==> config.mk <==
export PLATFORM = sky130hd
export DESIGN_NAME = shared_bus_scheduler
export DESIGN_NICKNAME = d
export VERILOG_FILES = /design/src/rtl/shared_bus_scheduler.sv
export SDC_FILE = /design/constraint.sdc
export NUM_CORES = 1
export LEC_CHECK = 0
export ABC_AREA = 1
export BUFFER_PORTS_ARGS = -buffer_cell sky130_fd_sc_hd__buf_2
export CAP_MARGIN = 20
export CORE_UTILIZATION = 55
export CTS_CLUSTER_SIZE = 40
export DETAILED_ROUTE_END_ITERATION = 10
export GPL_TIMING_DRIVEN = 0
export HOLD_SLACK_MARGIN = 0.15
export PLACE_DENSITY_LB_ADDON = 0.05
export SYNTH_ARGS = -nofsm -noshare
export SYNTH_HDL_FRONTEND = slang
export SYNTH_SLANG_ARGS = --single-unit
==> constraint.sdc <==
create_clock -name clk -period 4.7 [get_ports clk]
set_clock_uncertainty 0.1 [all_clocks]
set_input_delay 0.47 -clock clk [delete_from_list [all_inputs] [get_ports clk]]
set_output_delay 0.47 -clock clk [all_outputs]
set_load 0.02 [all_outputs]
==> src/rtl/shared_bus_scheduler.sv <==
// Round-robin scheduler time-sharing one bus among NREQ requesters with a held grant and one-cycle turnaround.
// Optional hold limit: define ARB_HOLD_LIMIT_EN to force a release after HOLD_MAX granted cycles.
module shared_bus_scheduler #(
    parameter int NREQ     = 4,
    parameter int HOLD_MAX = 16
) (
    input  logic                    clk,
    input  logic                    rstn,
    input  logic [NREQ-1:0]         req,
    input  logic [NREQ-1:0]         done,
    output logic [NREQ-1:0]         gnt,
    output logic                    gnt_valid,
    output logic [$clog2(NREQ)-1:0] gnt_id,
    output logic                    busy,
    output logic                    timeout_pulse
);

    localparam int ID_W  = $clog2(NREQ);
    localparam int CNT_W = $clog2(HOLD_MAX + 1);

    typedef enum logic [1:0] {IDLE, GRANT, RELEASE} state_t;

    state_t          state;
    logic [ID_W-1:0] ptr;
    logic            win_found;
    logic [ID_W-1:0] win_id;
    logic [NREQ-1:0] win_onehot;
    logic [ID_W-1:0] next_ptr;
    logic            rel_normal;

    // Rotating search: index wraps by subtraction so non-power-of-2 NREQ never overflows ID_W
    always_comb begin
        int              idx;
        logic [ID_W-1:0] idx_id;
        win_found = 1'b0;
        win_id    = '0;
        idx       = 0;
        idx_id    = '0;
        for (int i = 0; i < NREQ; i++) begin
            idx = int'(ptr) + i;
            if (idx >= NREQ) idx = idx - NREQ;
            idx_id = ID_W'(idx);
            if (!win_found && req[idx_id]) begin
                win_found = 1'b1;
                win_id    = idx_id;
            end
        end
    end

    assign win_onehot = NREQ'(1) << win_id;
    assign next_ptr   = (gnt_id == ID_W'(NREQ - 1)) ? '0 : gnt_id + 1'b1;
    assign rel_normal = done[gnt_id] | ~req[gnt_id];

`ifdef ARB_HOLD_LIMIT_EN
    logic [CNT_W-1:0] cnt;
    logic             timeout_q;

    assign timeout_pulse = timeout_q;
`else
    assign timeout_pulse = 1'b0;
`endif

    always_ff @(posedge clk or negedge rstn) begin
        if (!rstn) begin
            state     <= IDLE;
            ptr       <= '0;
            gnt       <= '0;
            gnt_valid <= 1'b0;
            gnt_id    <= '0;
            busy      <= 1'b0;
`ifdef ARB_HOLD_LIMIT_EN
            cnt       <= '0;
            timeout_q <= 1'b0;
`endif
        end else begin
`ifdef ARB_HOLD_LIMIT_EN
            timeout_q <= 1'b0;
`endif
            case (state)
                IDLE, RELEASE: begin
                    if (win_found) begin
                        gnt       <= win_onehot;
                        gnt_id    <= win_id;
                        gnt_valid <= 1'b1;
                        busy      <= 1'b1;
                        state     <= GRANT;
`ifdef ARB_HOLD_LIMIT_EN
                        cnt       <= CNT_W'(1);
`endif
                    end else begin
                        busy  <= 1'b0;
                        state <= IDLE;
                    end
                end
                GRANT: begin
`ifdef ARB_HOLD_LIMIT_EN
                    if (cnt != '1) cnt <= cnt + 1'b1;
`endif
                    if (rel_normal) begin
                        gnt       <= '0;
                        gnt_valid <= 1'b0;
                        ptr       <= next_ptr;
                        state     <= RELEASE;
                    end
`ifdef ARB_HOLD_LIMIT_EN
                    // Forced release only when the owner is not already letting go
                    else if (cnt == CNT_W'(HOLD_MAX)) begin
                        gnt       <= '0;
                        gnt_valid <= 1'b0;
                        ptr       <= next_ptr;
                        timeout_q <= 1'b1;
                        state     <= RELEASE;
                    end
`endif
                end
                default: state <= IDLE;
            endcase
        end
    end

endmodule

==> After elaboration in Yosys (flattened, before gate mapping) <==
Cells that the tools add are included.
Widths: inputs -> output; s select.
{ "op_classes": {"add_sub_neg": 8, "n_lt_le_gt_ge": 9, "eq_ne": 5, "shift": 1, "muxes": 35, "n_bitwise": 2, "n_reduce_logical": 12} }
{ "ops": {"columns": ["op", "count"], "rows": [
  ["$mux 2", 10],
  ["$lt 2x3->1 const B", 5],
  ["$mux 1", 14],
  ["$bmux 1 s2", 6],
  ["$ge 3x3->1 const B", 3],
  ["$mux 4", 2],
  ["$pmux 4 s2", 1],
  ["$sub 2x1->2 const B", 4],
  ["$add 2x2->3 const B", 2],
  ["$eq 2x2->1 const B", 2],
  ["$ne 2x2->1 const B", 2],
  ["$pmux 2 s2", 1],
  ["$reduce_and 2->1", 2],
  ["$shl 1x2->4 const A", 1],
  ["$add 2x1->3 const B", 1],
  ["$ge 2x3->1 const B", 1],
  ["$logic_and 1x1->1", 3],
  ["$logic_not 1->1", 3],
  ["$reduce_and 3->1", 1],
  ["$add 2x1->2 const B", 1],
  ["$eq 2x1->1 const B", 1],
  ["$logic_not 2->1", 1],
  ["$pmux 1 s2", 1],
  ["$reduce_bool 2->1", 1],
  ["3 further kinds", 3]
]} }
{ "word_totals": {"regBits": 12, "inputBits": 10} }

==> Longest topological paths before layout <==
{ "depth": {"ltp_word": 17, "mapped_depth": 12} }

==> Worst setup path after synthesis <==
Ideal clock, no wire load.
{ "synth_path": {"path_kind": "register to register", "start": "reg gnt_id[0]", "end": "reg gnt[2]", "setup_ps": 65, "arrival_time_ps": 1382, "t_required_ps": 4535, "path_slack_ps": 3153, "path_stages_with_launch": 9, "n_path_buf": 0, "synth_period_minus_slack_ps": 1547, "path_cell_list": "dfrtp_1 -> inv_1 -> o31ai_1 -> nand2_1 -> nand2_1 -> inv_1 -> nor2_8 -> nand2_1 -> nand2_1"} }
{ "synth_between": {"elab_chain_len": 6, "elab_cells_between_ends": 8, "classes_between": "eq/ne: 1; mux: 4; bitwise: 2; reduce/logical: 1"} }
{ "synth_rtl": {"columns": ["element", "line_no", "text"], "rows": [
  ["from (decl)", "13", "output logic [$clog2(NREQ)-1:0] gnt_id,"],
  ["from (signal assigned)", "83", "gnt_id <= win_id;"],
  ["$bmux 1 s2", "52", "assign rel_normal = done[gnt_id] | ~req[gnt_id];"],
  ["$mux 1 (not written as such)", "52", null],
  ["$not 1->1", "52", null],
  ["$or 1x1->1 (*)", "52", null],
  ["$ne 2x2->1 (no source line) (*)", null, null],
  ["$reduce_and 3->1 (no source line) (*)", null, null],
  ["to (signal assigned)", "82", "gnt <= win_onehot;"],
  ["to (decl)", "11", "output logic [NREQ-1:0] gnt,"]
]} }
Every way passes the cells marked *; elsewhere a longest branch is shown, timed or not. The select of a mux whose other input is x is not followed.
A chain may end at the register's enable or synchronous reset.

==> Worst setup path in the final report <==
Same ends and word-level chain as after synthesis.

==> run_results.csv <==
group,metric,value,unit
pwr,pwr-share-seq,0.251,
outcome,status,"finished clean",
die,dieWidth,40.25,um
detailed_routing,via_count,781,
pwr,power,0.7362,mW
worst_hold_path,hold_class,"reg2reg",
pwr,p_clk_frac,0.108,
worst_setup_path,critPathArrivalTime,1.76,ns
worst_setup_path,path_class,"reg2reg",
synthesis,mappedNetlistArea,804.5,um^2
global_routing,grt_use_total,0.2201,
layout,fillCellCount,119,
pwr,vdd_drop_max,0.0004466,V
sta,fin_crit_sh,0.3509,
layout,finalNonFillerCells,154,
detailed_routing,vias_per_cell,5.071,
synthesis,synth_top_area_frac,0.3733,
job,maxCapViolCount,0,
detailed_routing,ant_nets,0,
cts,clk_pin_slew,0.06,ns
worst_setup_path,cpPeakStageDelay,0.46,ns
cts,post-cts-setup-buffers,0,
detailed_routing,drtIter0Drc,17,
global_routing,first_global_vias,594,
cts,cts_inserted_buffers,3,
cts,cts_resized,0,
worst_setup_path,critPathSlowestCell,"dfrtp_1",
pwr,switching_share,0.5173,
synthesis,yosysWarnings,0,
worst_setup_path,crit_path_cell_trace,"inv_1, nor2_1, nand2_1, o211ai_1, nand2_1, nand2_1, inv_1, nor2_8, nand2_1, nand2_1",
sta,hold_viol,0,
worst_setup_path,cp-end-kind,"flip-flop",
placement,dpl_cell_area,908.4,um^2
cts,cts_num_sinks,12,
detailed_routing,wire_per_inst,10.21,um
pwr,p_leak,0.5578,nW
worst_setup_path,worstPathBufferInverterCount,2,
detailed_routing,drt-total-wl,1.572,mm
synthesis,ys_ff_latch,12,
sta,setup_viol,0,
worst_setup_path,crit_required,4.81,ns
global_routing,grt-ovfl-total,0,
placement,port_buffers,17,
synthesis,synthCells,117,
synthesis,synth_area_leaders,"dfrtp_1 37%, nand2_1 24%, nand3_1 6.8%, inv_1 4.7%, nand2_2 3.9%",
layout,antenna_cells,0,
die,core,0.001334,mm^2
cts,cts_tree,"built",
cts,ctsHtreeMaxLevel,1,
layout,fin_area,954.7,um^2
sta,post-route-min-period,1.649,ns
die,die_h,40.25,um
placement,detailedPlace.worstSlack,2.954,ns
worst_setup_path,cp_max_fo,6,
die,initial_core_util,0.6032,
worst_setup_path,crit_family,"simple AND/OR/NAND/NOR gates",
pwr,powerDensity,771.1,mW/mm^2
worst_setup_path,crit_path_start_kind,"flip-flop",
die,dieArea,0.001620,mm^2
global_routing,grt_max_degree,13,
sta,rsz0062_at_grt,"false",
cts,cts_hold_buf,1,
sta,tns,0,ns
detailed_routing,drtPass1Iterations,4,
pwr,power.internal,0.3554,mW
synthesis,yosys.area.top_type,"dfrtp_1",
placement,dp.cells,149,
synthesis,synth_nets,128,
global_routing,grt_pass1_wl,2.325,mm
layout,area_growth,18.66,%
sta,hold_ws,0.3670,ns
worst_setup_path,crit_top_cell,"nand2_1",
die,ios,19,
pwr,combPwrFrac,0.640,
pwr,switching_power,0.3808,mW
sta,final.setup.worst_slack,3.051,ns
layout,drive_gt1_frac,0.2518,
die,num_rows,13,
sta,drv_slew,0,
global_routing,antenna_found_initial,0,
synthesis,avgSynthCellArea,6.876,um^2
placement,gp_congestion,0.7155,
layout,nets,151,
cts,clk_latency,0.27,ns
synthesis,ys_seq_area_frac,0.3733,
placement,dpl.hpwl,1.242,mm
cts,root_buffer,"clkbuf_4",
sta,fmax,606.4,MHz
synthesis,synth_cell_types,22,
layout,postLayoutCoreUtil,0.7158,
cts,cts.path.max_buffers,2,
detailed_routing,drc,0,
==> area by class of cell <==
type                       count  area (um^2)  area share
sequential                    12        300.3      0.3145
inverter                      13        51.30     0.05374
tap                           15        18.77     0.01966
timing repair buffer          18        95.09     0.09961
buffer                         2        18.77     0.01966
multi-input combinational     90        434.2      0.4548
clock buffer                   4        36.28     0.03801
==> cell families (layout without fill, tap and decap cells) <==
family,count (synthesis),after routing,synth area share
AOI/OAI and AO/OA,9,9,0.07153
and+or+nand+nor,79,79,0.4479
adders and majority gates,1,1,0.01555
buffers and inverters,15,37,0.08711
other,1,1,0.004661
DFF,12,12,0.3733
==> final timing paths <==
kind	startpoint	end	slack (ns)	cells past startpoint
hold / removal	gnt[1]$_DFFE_PN0P_	gnt[1]$_DFFE_PN0P_	0.37	2
setup / recovery	gnt_id[0]$_DFFE_PN0P_	gnt[2]$_DFFE_PN0P_	3.05	10
setup reg to reg	gnt_id[0]$_DFFE_PN0P_	gnt[2]$_DFFE_PN0P_	3.05	10
max in group asynchronous	rstn	gnt[1]$_DFFE_PN0P_	3.79	2
hold reg to reg	gnt[1]$_DFFE_PN0P_	gnt[1]$_DFFE_PN0P_	0.37	2
min in group asynchronous	rstn	gnt_valid$_DFFE_PN0P_	0.49	2
==> cells in the final DEF (no fill, tap or decap) <==
cell type	Yosys	routed
a21oi_1	1	1
buf_2	0	17
buf_4	1	1
buf_6	1	1
clkbuf_4	0	3
clkbuf_8	0	1
conb_1	1	1
dfrtp_1	12	12
dlygate4sd3_1	0	1
ha_1	1	1
inv_1	10	10
inv_2	2	2
inv_4	1	1
nand2_1	52	52
nand2_2	5	5
nand2_4	1	1
nand3_1	11	11
nand3_2	1	1
nor2_1	7	7
nor2_4	1	1
nor2_8	1	1
o211ai_1	1	1
o21a_1	1	1
o21ai_0	2	2
o21ai_1	1	1
o31ai_1	3	3
==> metal layers <==
metal / GRT usage / part of all wire / vias to the layer above
met5: 0 / 0 / -
met3: 0.03333 / 0.048 / 2
met4: 0.1000 / 0.0032 / 0
li1: - / - / 410
met1: 0.2482 / 0.45 / 350
met2: 0.4032 / 0.50 / 19
==> power groups by stage <==
| stage | Clock (mW) | Sequential [mW] | Combinational, mW |
|---|---|---|---|
| 2_1_floorplan | 0 | 0.213 | 0.341 |
| 3_3_place_gp | 0 | 0.183 | 0.459 |
| 3_5_place_dp | 0 | 0.186 | 0.474 |
| 4_1_cts | 0.0832 | 0.185 | 0.476 |
| 5_1_grt | 0.0874 | 0.191 | 0.531 |
| 6_report | 0.0796 | 0.185 | 0.471 |
==> state kept, by name (all words and copies together), names as in the netlist <==
name and cells:
busy 1, state 2, gnt_id 2, ptr 2, gnt_valid 1, gnt 4
==> worst register-to-register path, cell delays in order, from the launching register on <==
cell and delay, ns:
dfrtp_1 0.46, inv_1 0.10, nor2_1 0.11, nand2_1 0.06, o211ai_1 0.08, nand2_1 0.10, nand2_1 0.16, inv_1 0.17
nor2_8 0.14, nand2_1 0.05, nand2_1 0.06
==> synthesized netlist by cell type (all sizes together) <==
cell and count:
dfrtp 12, nor2 9, conb 1, ha 1
inv 13, buf 2, o211ai 1, a21oi 1
nand3 12, o21ai 3, nand2 58, o21a 1
o31ai 3
Note: power is estimated with default switching activity, not from simulation.
